### src/rtl/mic_level_meter.sv
// Windowed peak-amplitude meter: tracks the max microphone sample over WINDOW samples and
// publishes a 0-15 level. Optional hold-and-decay display level under `MIC_LEVEL_DECAY_EN.
module mic_level_meter #(
  parameter int unsigned WINDOW        = 2000,
  parameter int unsigned BASELINE      = 2048,
  parameter int unsigned DECAY_WINDOWS = 2
) (
  input  logic        clk,
  input  logic        rst,
  input  logic        sample_valid,
  input  logic [11:0] mic_in,
  output logic [11:0] peak_raw,
  output logic [3:0]  level,
  output logic [3:0]  level_disp,
  output logic        clip,
  output logic        level_valid,
  output logic [1:0]  fsm_state
);

  // Handshake: sample_valid has no ready; every strobed sample is accepted in its cycle.
  // level_valid is a single-cycle pulse; peak_raw/level/level_disp/clip hold until the next one.

  typedef enum logic [1:0] {
    ST_ACC     = 2'd0,
    ST_QUANT   = 2'd1,
    ST_PUBLISH = 2'd2
  } state_t;

  localparam logic [15:0] LAST_IDX = 16'(WINDOW - 1);
  localparam logic [12:0] BASE     = 13'(BASELINE);

  state_t      state_q, state_d;
  logic [11:0] acc_max;
  logic        acc_clip;
  logic [15:0] cnt;
  logic [11:0] win_max;
  logic        win_clip;
  logic [3:0]  lvl_q;

  logic        sample_clip;
  logic [11:0] merged_max;
  logic        win_close;
  logic        publish;
  logic [12:0] win_ext;
  logic [12:0] diff;
  logic [3:0]  lvl;
  logic [3:0]  disp_d;

  always_comb begin
    sample_clip = (mic_in == 12'd0) || (mic_in == 12'hFFF);
    merged_max  = (mic_in > acc_max) ? mic_in : acc_max;
    win_close   = sample_valid && (cnt == LAST_IDX);
    publish     = (state_q == ST_PUBLISH);
  end

  // Accumulator hands the finished window to win_* and restarts in the same cycle,
  // so back-to-back samples are never dropped.
  always_ff @(posedge clk) begin
    if (rst) begin
      acc_max  <= 12'd0;
      acc_clip <= 1'b0;
      cnt      <= 16'd0;
      win_max  <= 12'd0;
      win_clip <= 1'b0;
    end else if (sample_valid) begin
      if (win_close) begin
        win_max  <= merged_max;
        win_clip <= acc_clip | sample_clip;
        acc_max  <= 12'd0;
        acc_clip <= 1'b0;
        cnt      <= 16'd0;
      end else begin
        acc_max  <= merged_max;
        acc_clip <= acc_clip | sample_clip;
        cnt      <= cnt + 16'd1;
      end
    end
  end

  // Excursion above mid-scale, clamped to 11 bits; level is its top nibble.
  always_comb begin
    win_ext = {1'b0, win_max};
    diff    = (win_ext > BASE) ? (win_ext - BASE) : 13'd0;
    lvl     = (diff > 13'd2047) ? 4'hF : diff[10:7];
  end

  always_ff @(posedge clk) begin
    if (rst) begin
      state_q <= ST_ACC;
    end else begin
      state_q <= state_d;
    end
  end

  always_comb begin
    state_d = ST_ACC;
    case (state_q)
      ST_ACC:     state_d = ST_ACC;
      ST_QUANT:   state_d = ST_PUBLISH;
      ST_PUBLISH: state_d = ST_ACC;
      default:    state_d = ST_ACC;
    endcase
    // With WINDOW=2 and continuous samples a close can coincide with PUBLISH.
    if (win_close) state_d = ST_QUANT;
  end

  assign fsm_state = state_q;

  always_ff @(posedge clk) begin
    if (rst) begin
      lvl_q <= 4'd0;
    end else if (state_q == ST_QUANT) begin
      lvl_q <= lvl;
    end
  end

`ifdef MIC_LEVEL_DECAY_EN
  localparam logic [7:0] DECAY_LAST = 8'(DECAY_WINDOWS - 1);

  logic [7:0] decay_cnt;
  logic [7:0] decay_d;

  // A lower level never pulls the display down directly; it only steps down once
  // per DECAY_WINDOWS publishes, and stays >= the current level because it only
  // decrements when the current level is strictly below it.
  always_comb begin
    disp_d  = level_disp;
    decay_d = decay_cnt;
    if (lvl_q >= level_disp) begin
      disp_d  = lvl_q;
      decay_d = 8'd0;
    end else if (decay_cnt == DECAY_LAST) begin
      disp_d  = level_disp - 4'd1;
      decay_d = 8'd0;
    end else begin
      decay_d = decay_cnt + 8'd1;
    end
  end

  always_ff @(posedge clk) begin
    if (rst) begin
      decay_cnt <= 8'd0;
    end else if (publish) begin
      decay_cnt <= decay_d;
    end
  end
`else
  always_comb begin
    disp_d = lvl_q;
  end
`endif

  always_ff @(posedge clk) begin
    if (rst) begin
      peak_raw    <= 12'd0;
      level       <= 4'd0;
      level_disp  <= 4'd0;
      clip        <= 1'b0;
      level_valid <= 1'b0;
    end else begin
      level_valid <= publish;
      if (publish) begin
        peak_raw   <= win_max;
        level      <= lvl_q;
        level_disp <= disp_d;
        clip       <= win_clip;
      end
    end
  end

endmodule

### config.mk
export PLATFORM = sky130hd
export DESIGN_NAME = mic_level_meter
export DESIGN_NICKNAME = d
export VERILOG_FILES = /design/src/rtl/mic_level_meter.sv
export SDC_FILE = /design/constraint.sdc
export NUM_CORES = 1
export LEC_CHECK = 0
export CORE_ASPECT_RATIO = 0.7
export CORE_MARGIN = 2
export CORE_UTILIZATION = 40
export DETAILED_ROUTE_END_ITERATION = 7
export GPL_ROUTABILITY_DRIVEN = 1
export MAX_ROUTING_LAYER = met4
export SETUP_SLACK_MARGIN = 0.15
export SLEW_MARGIN = 20
export SYNTH_ARGS = -nofsm -noshare
export SYNTH_HDL_FRONTEND = slang
export SYNTH_SLANG_ARGS = --single-unit
export TNS_END_PERCENT = 100
### constraint.sdc
create_clock -name clk -period 5.89 [get_ports clk]
set_input_delay 1.178 -clock clk [delete_from_list [all_inputs] [get_ports clk]]
set_output_delay 1.178 -clock clk [all_outputs]
set_load 0.03 [all_outputs]
==> results.yml, run 1 <==
timing:
  slew_violations: 0
  period_share: 0.675
  worstMarginPinSlew_ps: 827
  setup_violations: 0
  setup_tns_ps: 0
  finalHoldViolations: 0
  finalClockSkew_ps: 9.59
  relSlewSlack: 0.446
  clock.fmax_ghz: 0.251
  period_needed_ps: 3980
  finalWorstSetupSlack_ps: 1910
  rsz0062_at_grt: "false"
route:
  vias: 2375
  wire_per_inst_um: 14.0
  drc_errors: 0
  wirelength_um: 6480
  ant_nets: 0
  vias_per_cell: 5.14
  first_pass_iters: 4
  detail_route.iter0.violations: 101
pwr:
  power_mw: 0.894
  p_per_area_nw_per_um2: 257
  peakVddDrop_mv: 0.100
  switching_share: 0.242
  intPower_mw: 0.678
  p_seq_frac: 0.519
  p_clk_frac: 0.408
  leakagePower_nw: 1.20
  power_frac_comb: 0.073
  p_switching_mw: 0.216
worst_hold_path:
  min_path_type: "reg2reg"
  hold-path-endpoint: "clip$_SDFFE_PP0P_"
  whs_path_depth: 2
  hold_start: "clip$_SDFFE_PP0P_"
job:
  max-cap-violations: 0
synthesis:
  ys_top_cells_by_count: "dfxtp_1 (66), nand2_1 (49), nor2_1 (43), a21oi_1 (33)"
  yosysTopAreaCell: "dfxtp_1"
  netlist_instances: 333
  synthFlopType: "dfxtp_1"
  yosysTopAreaCellShare: 0.458
  synth_cell_types: 38
  yosysMostFrequentCell: "dfxtp_1"
  ys_seq_area_frac: 0.458
  synth_seq_cells: 66
  synth.avg_cell_area_um2: 8.67
  ys_top_cells_by_area: "dfxtp_1 (46%), nand2_1 (6.4%), a21oi_1 (5.7%)"
  synthArstFlopShare: 0
  synth_warnings: 0
  syn_area_um2: 2890
  synth_edf_count: 0
  synth.net_count: 361
layout:
  area_delta_synth_final_pct: 20.8
  diodes: 0
  fin_area_um2: 3490
  layout.nets: 391
  final_util: 0.507
  drive_gt1_frac: 0.0707
setup_path:
  r2r_end: "acc_max[6]$_SDFFE_PP0P_"
  crit_type: "in2reg"
  timing.rr.start: "cnt[4]$_SDFFE_PP0P_"
  r2r_cells: 6
  crit_slowest_cell: "clkdlybuf4s50_1"
  crit_buf_inv: 1
  cp.required_ps: 6120
  cpLargestDelayFamily: "simple AND/OR/NAND/NOR gates"
  ff2ff_setup_slack_ps: 2790
  cpPeakStageDelay_ps: 680
  crit_arrival_ps: 4200
  worstPathCellList: "clkdlybuf4s50_1, nand4_1, nor4_4, or2_1, o32a_1, o31ai_2, a22o_1"
  start_kind: "primary input"
  cp_max_fo: 20
  crit_path_end_kind: "register"
  crit_cells: 7
clock_network:
  path_clk_slew_ps: 70
  cts_buffers: 9
  root_buffer: "clkbuf_8"
  cts_buffer_depth: 2
  insertion_delay_ps: 340
  cts_tree: "built"
  cts-htree-levels: 3
  clock_sinks: 66
  ctsResizeCount: 0
  postCtsSetupBuffers: 0
  postCtsHoldBufs: 0
placed_design:
  postPlaceCellArea_um2: 3290
  detailedPlace.worstSlack_ps: 1580
  dp_hpwl_um: 4680
  port_buffers: 38
  gp_congestion: 0.785
global_route:
  track_usage: 0.181
  antenna_found_initial: 0
  grt_first_pass_wirelength_um: 10600
  overflow: 0
  first_global_vias: 2018
  grt_max_degree: 40
floorplanning:
  rows: 25
  fp.dieW_um: 106
  ios: 39
  dieArea_um2: 7920
  core_region_area_um2: 6880
  start_util: 0.419
  die_y_um: 75.1
run_status:
  outcome: "complete, no violations"
## cell type report
| cell class | count | area [um^2] |
|---|---|---|
| clock buffers | 9 | 124 |
| clock inverters | 7 | 70.1 |
| fillers | 692 | 3390 |
| inverters | 13 | 48.8 |
| multi-input cells | 233 | 1410 |
| flip-flops and latches | 66 | 1320 |
| well taps | 94 | 118 |
| repair buffers | 40 | 395 |
## worst min-delay path, stage by stage, from the launching register on
cell and delay [ps]:
dfxtp_1 310, nand2_1 50, a21oi_1 50
## metrics by stage
| step | hold slack, ps | instances |
|---|---|---|
| after CTS | 454 | 462 |
| after global placement | 441 | 446 |
| after global routing | 471 | 462 |
| after detailed placement | 445 | 446 |
| after floorplan | 432 | 333 |
| final | 452 | 462 |
## cells in the final DEF (no fill, tap or decap), types with 2 or more instances in the layout
master / netlist / routed
dfxtp_1: 66 / 66
clkinv_2: 0 / 3
inv_1: 13 / 13
xor2_1: 8 / 8
nand3_1: 9 / 9
xnor2_1: 2 / 2
nor2_1: 43 / 43
o221a_1: 10 / 10
buf_4: 5 / 2
clkdlybuf4s50_1: 0 / 38
nand2b_1: 4 / 4
o221a_2: 2 / 2
o21ai_0: 7 / 7
clkinv_4: 0 / 2
nand4_1: 12 / 12
clkbuf_8: 0 / 9
nand2_1: 49 / 49
ha_1: 13 / 13
nor4_1: 4 / 4
a22o_1: 12 / 12
or3_1: 6 / 6
nor2b_1: 3 / 2
a21oi_1: 33 / 33
or2_2: 2 / 2
## per-layer routing
metal / up-vias / global-route usage / share of wire / routed length (um)
li1: 1233 / - / - / -
met4: 0 / 0.0614 / 0.0086 / 56
met5: - / - / 0 / 0
met1: 1076 / 0.271 / 0.56 / 3640
met2: 58 / 0.229 / 0.38 / 2480
met3: 8 / 0.0468 / 0.047 / 305
## flip-flops by register name, indices dropped and copies added (netlist names)
register and flops:
cnt 16, level_valid 1, peak_raw 12, acc_clip 1, disp_d 4, win_max 12
acc_max 12, fsm_state 2, win_clip 1, clip 1, level_disp 4
## power groups by stage
stage / sequential [mW] / clock (mW) / combinational [mW]
after floorplan: 0.470 / 0 / 0.0437
after global placement: 0.474 / 0 / 0.0635
after detailed placement: 0.474 / 0 / 0.0652
after CTS: 0.464 / 0.373 / 0.0656
after global routing: 0.465 / 0.397 / 0.0745
final: 0.464 / 0.365 / 0.0657
## how the worst max path moves through the flow
stage,start,end
CTS,sample_valid,acc_max[6]$_SDFFE_PP0P_
finish,sample_valid,acc_max[6]$_SDFFE_PP0P_
floorplan,mic_in[1],win_max[10]$_SDFFE_PP0P_
global placement,sample_valid,acc_max[7]$_SDFFE_PP0P_
detailed placement,sample_valid,acc_max[1]$_SDFFE_PP0P_
global route,sample_valid,acc_max[6]$_SDFFE_PP0P_
## logic make-up (layout without fill, tap and decap cells)
kind of cell,after synthesis,in the layout,share of synthesized area
AO/OA/AOI/OAI,72,72,0.175
AND/OR/NAND/NOR,138,138,0.225
XOR/XNOR,10,10,0.0303
flip-flops,66,66,0.458
buffers and inverters,34,69,0.0564
adder cells (fa/ha/maj),13,13,0.0564
Note: power is estimated with default switching activity, not from simulation.
==> inputs of run 2 (changes only) <==
==> constraint.sdc (replaced) <==
create_clock -name clk -period 4 [get_ports clk]
set_input_delay 0.8 -clock clk [delete_from_list [all_inputs] [get_ports clk]]
set_output_delay 0.8 -clock clk [all_outputs]
set_load 0.03 [all_outputs]
==> run 2 against run 1 <==
Compared with the run above: worst setup slack got worse by 830 ps; sequential power rose by 47%; clock skew is 2.4 ps lower; clock power grew 34%; sequential share of layout area rose by 0.082 points; routed wire length grew 0.63%; count of clock-buffer cells in the layout rose by 1.
==> results.yml, run 2 (synthesis gave the netlist of run 1 again) <==
timing:
  finalClockSkew_ps: 7.23
  setup_tns_ps: 0
  worstMarginPinSlew_ps: 710
  clock.fmax_ghz: 0.343
  period_share: 0.729
  timing.hold.ws_ps: 449
  setup_violations: 0
  slew_violations: 0
  rsz0062_at_grt: "false"
  finalHoldViolations: 0
  relSlewSlack: 0.527
  period_needed_ps: 2920
setup_path:
  crit_type: "in2reg"
  crit_slowest_cell: "clkdlybuf4s50_1"
  cp_max_fo: 12
  startpoint: "mic_in[11]"
  crit_path_end_kind: "register"
  start_kind: "primary input"
  worstPathCellList: "clkdlybuf4s50_1, ha_1, nand4_1, or2_2, a21oi_1, a211o_1, o31a_1, o221a_1"
  timing.rr.start: "acc_max[1]$_SDFFE_PP0P_"
  cpPeakStageDelay_ps: 530
  crit_arrival_ps: 3200
  cp.required_ps: 4280
floorplanning:
  dieArea_um2: 7920
  ios: 39
  die_y_um: 75.1
  fp.dieW_um: 106
  core_region_area_um2: 6880
  rows: 25
  start_util: 0.419
clock_network:
  path_clk_slew_ps: 70
  cts_tree: "built"
  insertion_delay_ps: 340
  cts-htree-levels: 3
  ctsResizeCount: 0
  root_buffer: "clkbuf_8"
  clock_sinks: 66
  postCtsSetupBuffers: 0
  postCtsHoldBufs: 0
  cts_buffers: 9
  cts_buffer_depth: 2
global_route:
  grt.busiest_layer: "met1"
  met2_usage: 0.252
  grtUsageMet3: 0.0442
  grt_first_pass_wirelength_um: 11100
  gr-usage-met1: 0.266
  first_global_vias: 2228
  grt_max_degree: 39
  overflow: 0
  track_usage: 0.186
  antenna_found_initial: 0
layout:
  largest_reg_flops: 16
  final-instance-count-excl-fill: 464
  area_delta_synth_final_pct: 20.5
  final_cell_mix: "dfxtp_1 (66), nand2_1 (49), nor2_1 (43)"
  diodes: 0
  layout.nets: 394
  drive_gt1_frac: 0.0730
  regMostFlops: "cnt"
  num-fill-cells: 656
  final_util: 0.506
  mostFrequentLayoutCell: "dfxtp_1"
route:
  vias: 2413
  detail_route.iter0.violations: 101
  ant_nets: 0
  first_pass_iters: 4
  vias_per_cell: 5.20
  drc_errors: 0
  wire_per_inst_um: 14.1
  wirelength_um: 6520
worst_hold_path:
  hold_start: "win_max[2]$_SDFFE_PP0P_"
  min_path_type: "reg2reg"
pwr:
  power_mw: 1.27
  p_seq_frac: 0.537
  switching_share: 0.252
  p_clk_frac: 0.384
  power_frac_comb: 0.078
  p_per_area_nw_per_um2: 365
  peakVddDrop_mv: 0.135
  p_switching_mw: 0.321
  leakagePower_nw: 1.20
  intPower_mw: 0.951
placed_design:
  port_buffers: 38
  dp.cells: 449
  dp_hpwl_um: 4630
  gp_congestion: 0.786
job:
  max-cap-violations: 0
run_status:
  outcome: "complete, no violations"
==> run 2: changes by cell type in the layout (fill, tap and decap cells not counted), sizes merged <==
cell    before  now
buf          2    5
bufinv       1    0
clkinv       5    4
clkbuf       9   10
==> run 2: power groups by stage <==
stage	clock (mW)	combinational [mW]	sequential, mW
6_report	0.489	0.0997	0.683
3_3_place_gp	0	0.0988	0.698
4_1_cts	0.497	0.100	0.683
3_5_place_dp	0	0.0992	0.698
2_1_floorplan	0	0.0644	0.693
5_1_grt	0.526	0.114	0.685
==> run 2: final timing paths <==
kind                                                  to  slack, ps  cells after the start
worst min-delay path            peak_raw[2]$_SDFFE_PP0P_        450                      2
worst min register to register  peak_raw[2]$_SDFFE_PP0P_        450                      2
worst max register to register   win_max[1]$_SDFFE_PP0P_       1720                      8
worst max-delay path             win_max[3]$_SDFFE_PP0P_       1080                      8
==> run 2: layout make-up <==
class	instances	area (um^2)	area share
Clock buffer	10	138	0.0396
Clock inverter	5	31.3	0.00899
Inverter	13	48.8	0.0140
Multi-Input combinational cell	233	1410	0.404
Sequential cell	66	1320	0.380
Tap cell	94	118	0.0338
Timing Repair Buffer	43	418	0.120
==> run 2: through the flow <==
step	worst slack, ps	area (um^2)
2_1_floorplan	1420	2890
6_report	1080	3480
5_1_grt	915	3480
3_3_place_gp	796	3310
4_1_cts	1110	3480
3_5_place_dp	749	3310
==> run 2: layer usage <==
| layer | share of wire | vias to the layer above |
|---|---|---|
| met5 | 0 | - |
| li1 | - | 1228 |
| met3 | 0.057 | 10 |
| met2 | 0.38 | 57 |
| met4 | 0.015 | 0 |
| met1 | 0.54 | 1118 |
==> run 2: critical path, delay by kind of cell <==
kind | cells | cell delay (ps)
AO/OA/AOI/OAI | 4 | 1040
buffers and inverters | 1 | 530
AND/OR/NAND/NOR | 2 | 450
adder cells (fa/ha/maj) | 1 | 370
==> inputs of run 3 (changes only) <==
==> constraint.sdc (replaced) <==
create_clock -name clk -period 2.9 [get_ports clk]
set_input_delay 0.58 -clock clk [delete_from_list [all_inputs] [get_ports clk]]
set_output_delay 0.58 -clock clk [all_outputs]
set_load 0.03 [all_outputs]
==> run 3 against run 2 <==
Compared with the run above: non-clock buffer count up 17; routed wire length increased by 3.3%; first-iteration DRC count grew 85%; largest cell class unchanged; sequential power increased by 38%; cell count is 3.9% higher; clock skew shrank 1.3 ps.
==> results.yml, run 3 (synthesis gave the netlist of run 1 again) <==
timing:
  rsz0062_at_grt: "false"
  slew_violations: 0
  clock.fmax_ghz: 0.390
  period_needed_ps: 2560
  period_share: 0.884
  relSlewSlack: 0.550
  worstMarginPinSlew_ps: 675
  setup_violations: 0
  finalHoldViolations: 0
  finalClockSkew_ps: 5.93
layout:
  fin_area_um2: 3630
  seqCellArea_um2: 1320
  mostFrequentLayoutCell: "dfxtp_1"
  multi_input_area_um2: 1400
  regMostFlops: "cnt"
  diodes: 0
  final-instance-count-excl-fill: 482
  largest_reg_flops: 16
  drive_gt1_frac: 0.111
  final_cell_mix: "dfxtp_1 (66), nand2_1 (49), nor2_1 (43)"
  num-fill-cells: 697
  area_delta_synth_final_pct: 25.7
  layout.nets: 411
setup_path:
  cp_max_fo: 12
  crit_path_end_kind: "register"
  cp.required_ps: 3180
  r2r_cells: 8
  crit_arrival_ps: 2850
  timing.rr.start: "acc_max[1]$_SDFFE_PP0P_"
  crit_type: "in2reg"
  r2r_end: "win_max[0]$_SDFFE_PP0P_"
  start_kind: "primary input"
  ff2ff_setup_slack_ps: 580
pwr:
  power_frac_comb: 0.083
  leakagePower_nw: 1.28
  p_per_area_nw_per_um2: 511
  peakVddDrop_mv: 0.210
  intPower_mw: 1.40
  switching_share: 0.247
  p_switching_mw: 0.457
  p_clk_frac: 0.409
  p_seq_frac: 0.508
clock_network:
  ctsResizeCount: 0
  root_buffer: "clkbuf_8"
  cts_buffer_depth: 2
  postCtsSetupBuffers: 0
  insertion_delay_ps: 340
  cts_tree: "built"
  cts-htree-levels: 3
  cts_buffers: 9
  postCtsHoldBufs: 0
  clock_sinks: 66
  path_clk_slew_ps: 70
route:
  wirelength_um: 6740
  drc_errors: 0
  wire_per_inst_um: 14.0
  ant_nets: 0
  first_pass_iters: 4
  detail_route.iter0.violations: 187
  vias: 2452
  vias_per_cell: 5.09
floorplanning:
  core_region_area_um2: 6880
  start_util: 0.419
  die_y_um: 75.1
  dieArea_um2: 7920
  ios: 39
  fp.dieW_um: 106
  rows: 25
worst_hold_path:
  hold_start: "disp_d[0]$_SDFFE_PP0P_"
  min_path_type: "reg2reg"
  hold-path-endpoint: "disp_d[0]$_SDFFE_PP0P_"
  whs_path_depth: 2
run_status:
  outcome: "complete, no violations"
placed_design:
  postPlaceCellArea_um2: 3440
  dp_hpwl_um: 4850
  port_buffers: 38
  gp_congestion: 0.837
  dp.cells: 466
global_route:
  antenna_found_initial: 0
  grt_max_degree: 39
  overflow: 0
  grt_first_pass_wirelength_um: 11000
  track_usage: 0.188
  first_global_vias: 2144
job:
  max-cap-violations: 0
-- run 3: changes by cell type in the layout (fill, tap and decap cells not counted), sizes merged --
cell	previous run	this run
clkinv	4	1
inv	13	14
bufinv	0	1
buf	5	22
clkinvlp	1	3
-- run 3: worst max path at each step --
stage | start | slack, ps | end | cells after the start
2_1_floorplan | mic_in[1] | 540 | win_max[10]$_SDFFE_PP0P_ | 8
3_3_place_gp | mic_in[1] | -0.6 | win_max[1]$_SDFFE_PP0P_ | 8
3_5_place_dp | mic_in[1] | -20 | win_max[0]$_SDFFE_PP0P_ | 8
4_1_cts | mic_in[1] | 340 | win_max[0]$_SDFFE_PP0P_ | 8
5_1_grt | mic_in[10] | 170 | win_max[5]$_SDFFE_PP0P_ | 8
6_report | mic_in[10] | 340 | win_max[10]$_SDFFE_PP0P_ | 8
-- run 3: power by group through the flow --
stage | clock (mW) | sequential (mW) | combinational (mW)
after global placement | 0 | 0.964 | 0.152
final | 0.758 | 0.943 | 0.154
after floorplan | 0 | 0.955 | 0.0888
after detailed placement | 0 | 0.963 | 0.154
after CTS | 0.779 | 0.942 | 0.155
after global routing | 0.827 | 0.944 | 0.171
-- run 3: through the flow --
stage	hold slack, ps	TNS [ps]	power (mW)	util	worst slack (ps)
finish	453	0	1.85	0.527	337
global route	476	0	1.94	0.527	168
floorplan	432	0	1.04	-	541
global placement	441	-0.882	1.12	0.499	-0.617
detailed placement	444	-62.9	1.12	0.499	-20.0
CTS	455	0	1.88	0.527	341
-- run 3: cell type report --
class | count | area share
multi-input combinational | 233 | 0.386
sequential | 66 | 0.364
timing repair buffer | 60 | 0.150
clock buffer | 10 | 0.0352
tap | 94 | 0.0324
clock inverter | 6 | 0.0183
inverter | 13 | 0.0134
-- run 3: layer usage --
metal / up-vias / wire [um] / GRT usage
li1: 1271 / - / -
met1: 1120 / 3750 / 0.274
met2: 54 / 2540 / 0.244
met3: 7 / 379 / 0.0606
met4: 0 / 67 / 0.0482
met5: - / 0 / -
-- run 3: worst max-delay path: stages --
cell	delay [ps]
clkdlybuf4s50_1	440
ha_1	330
nand4_1	120
or2_2	320
a21oi_1	130
a211o_1	180
o31a_1	470
o221a_1	270
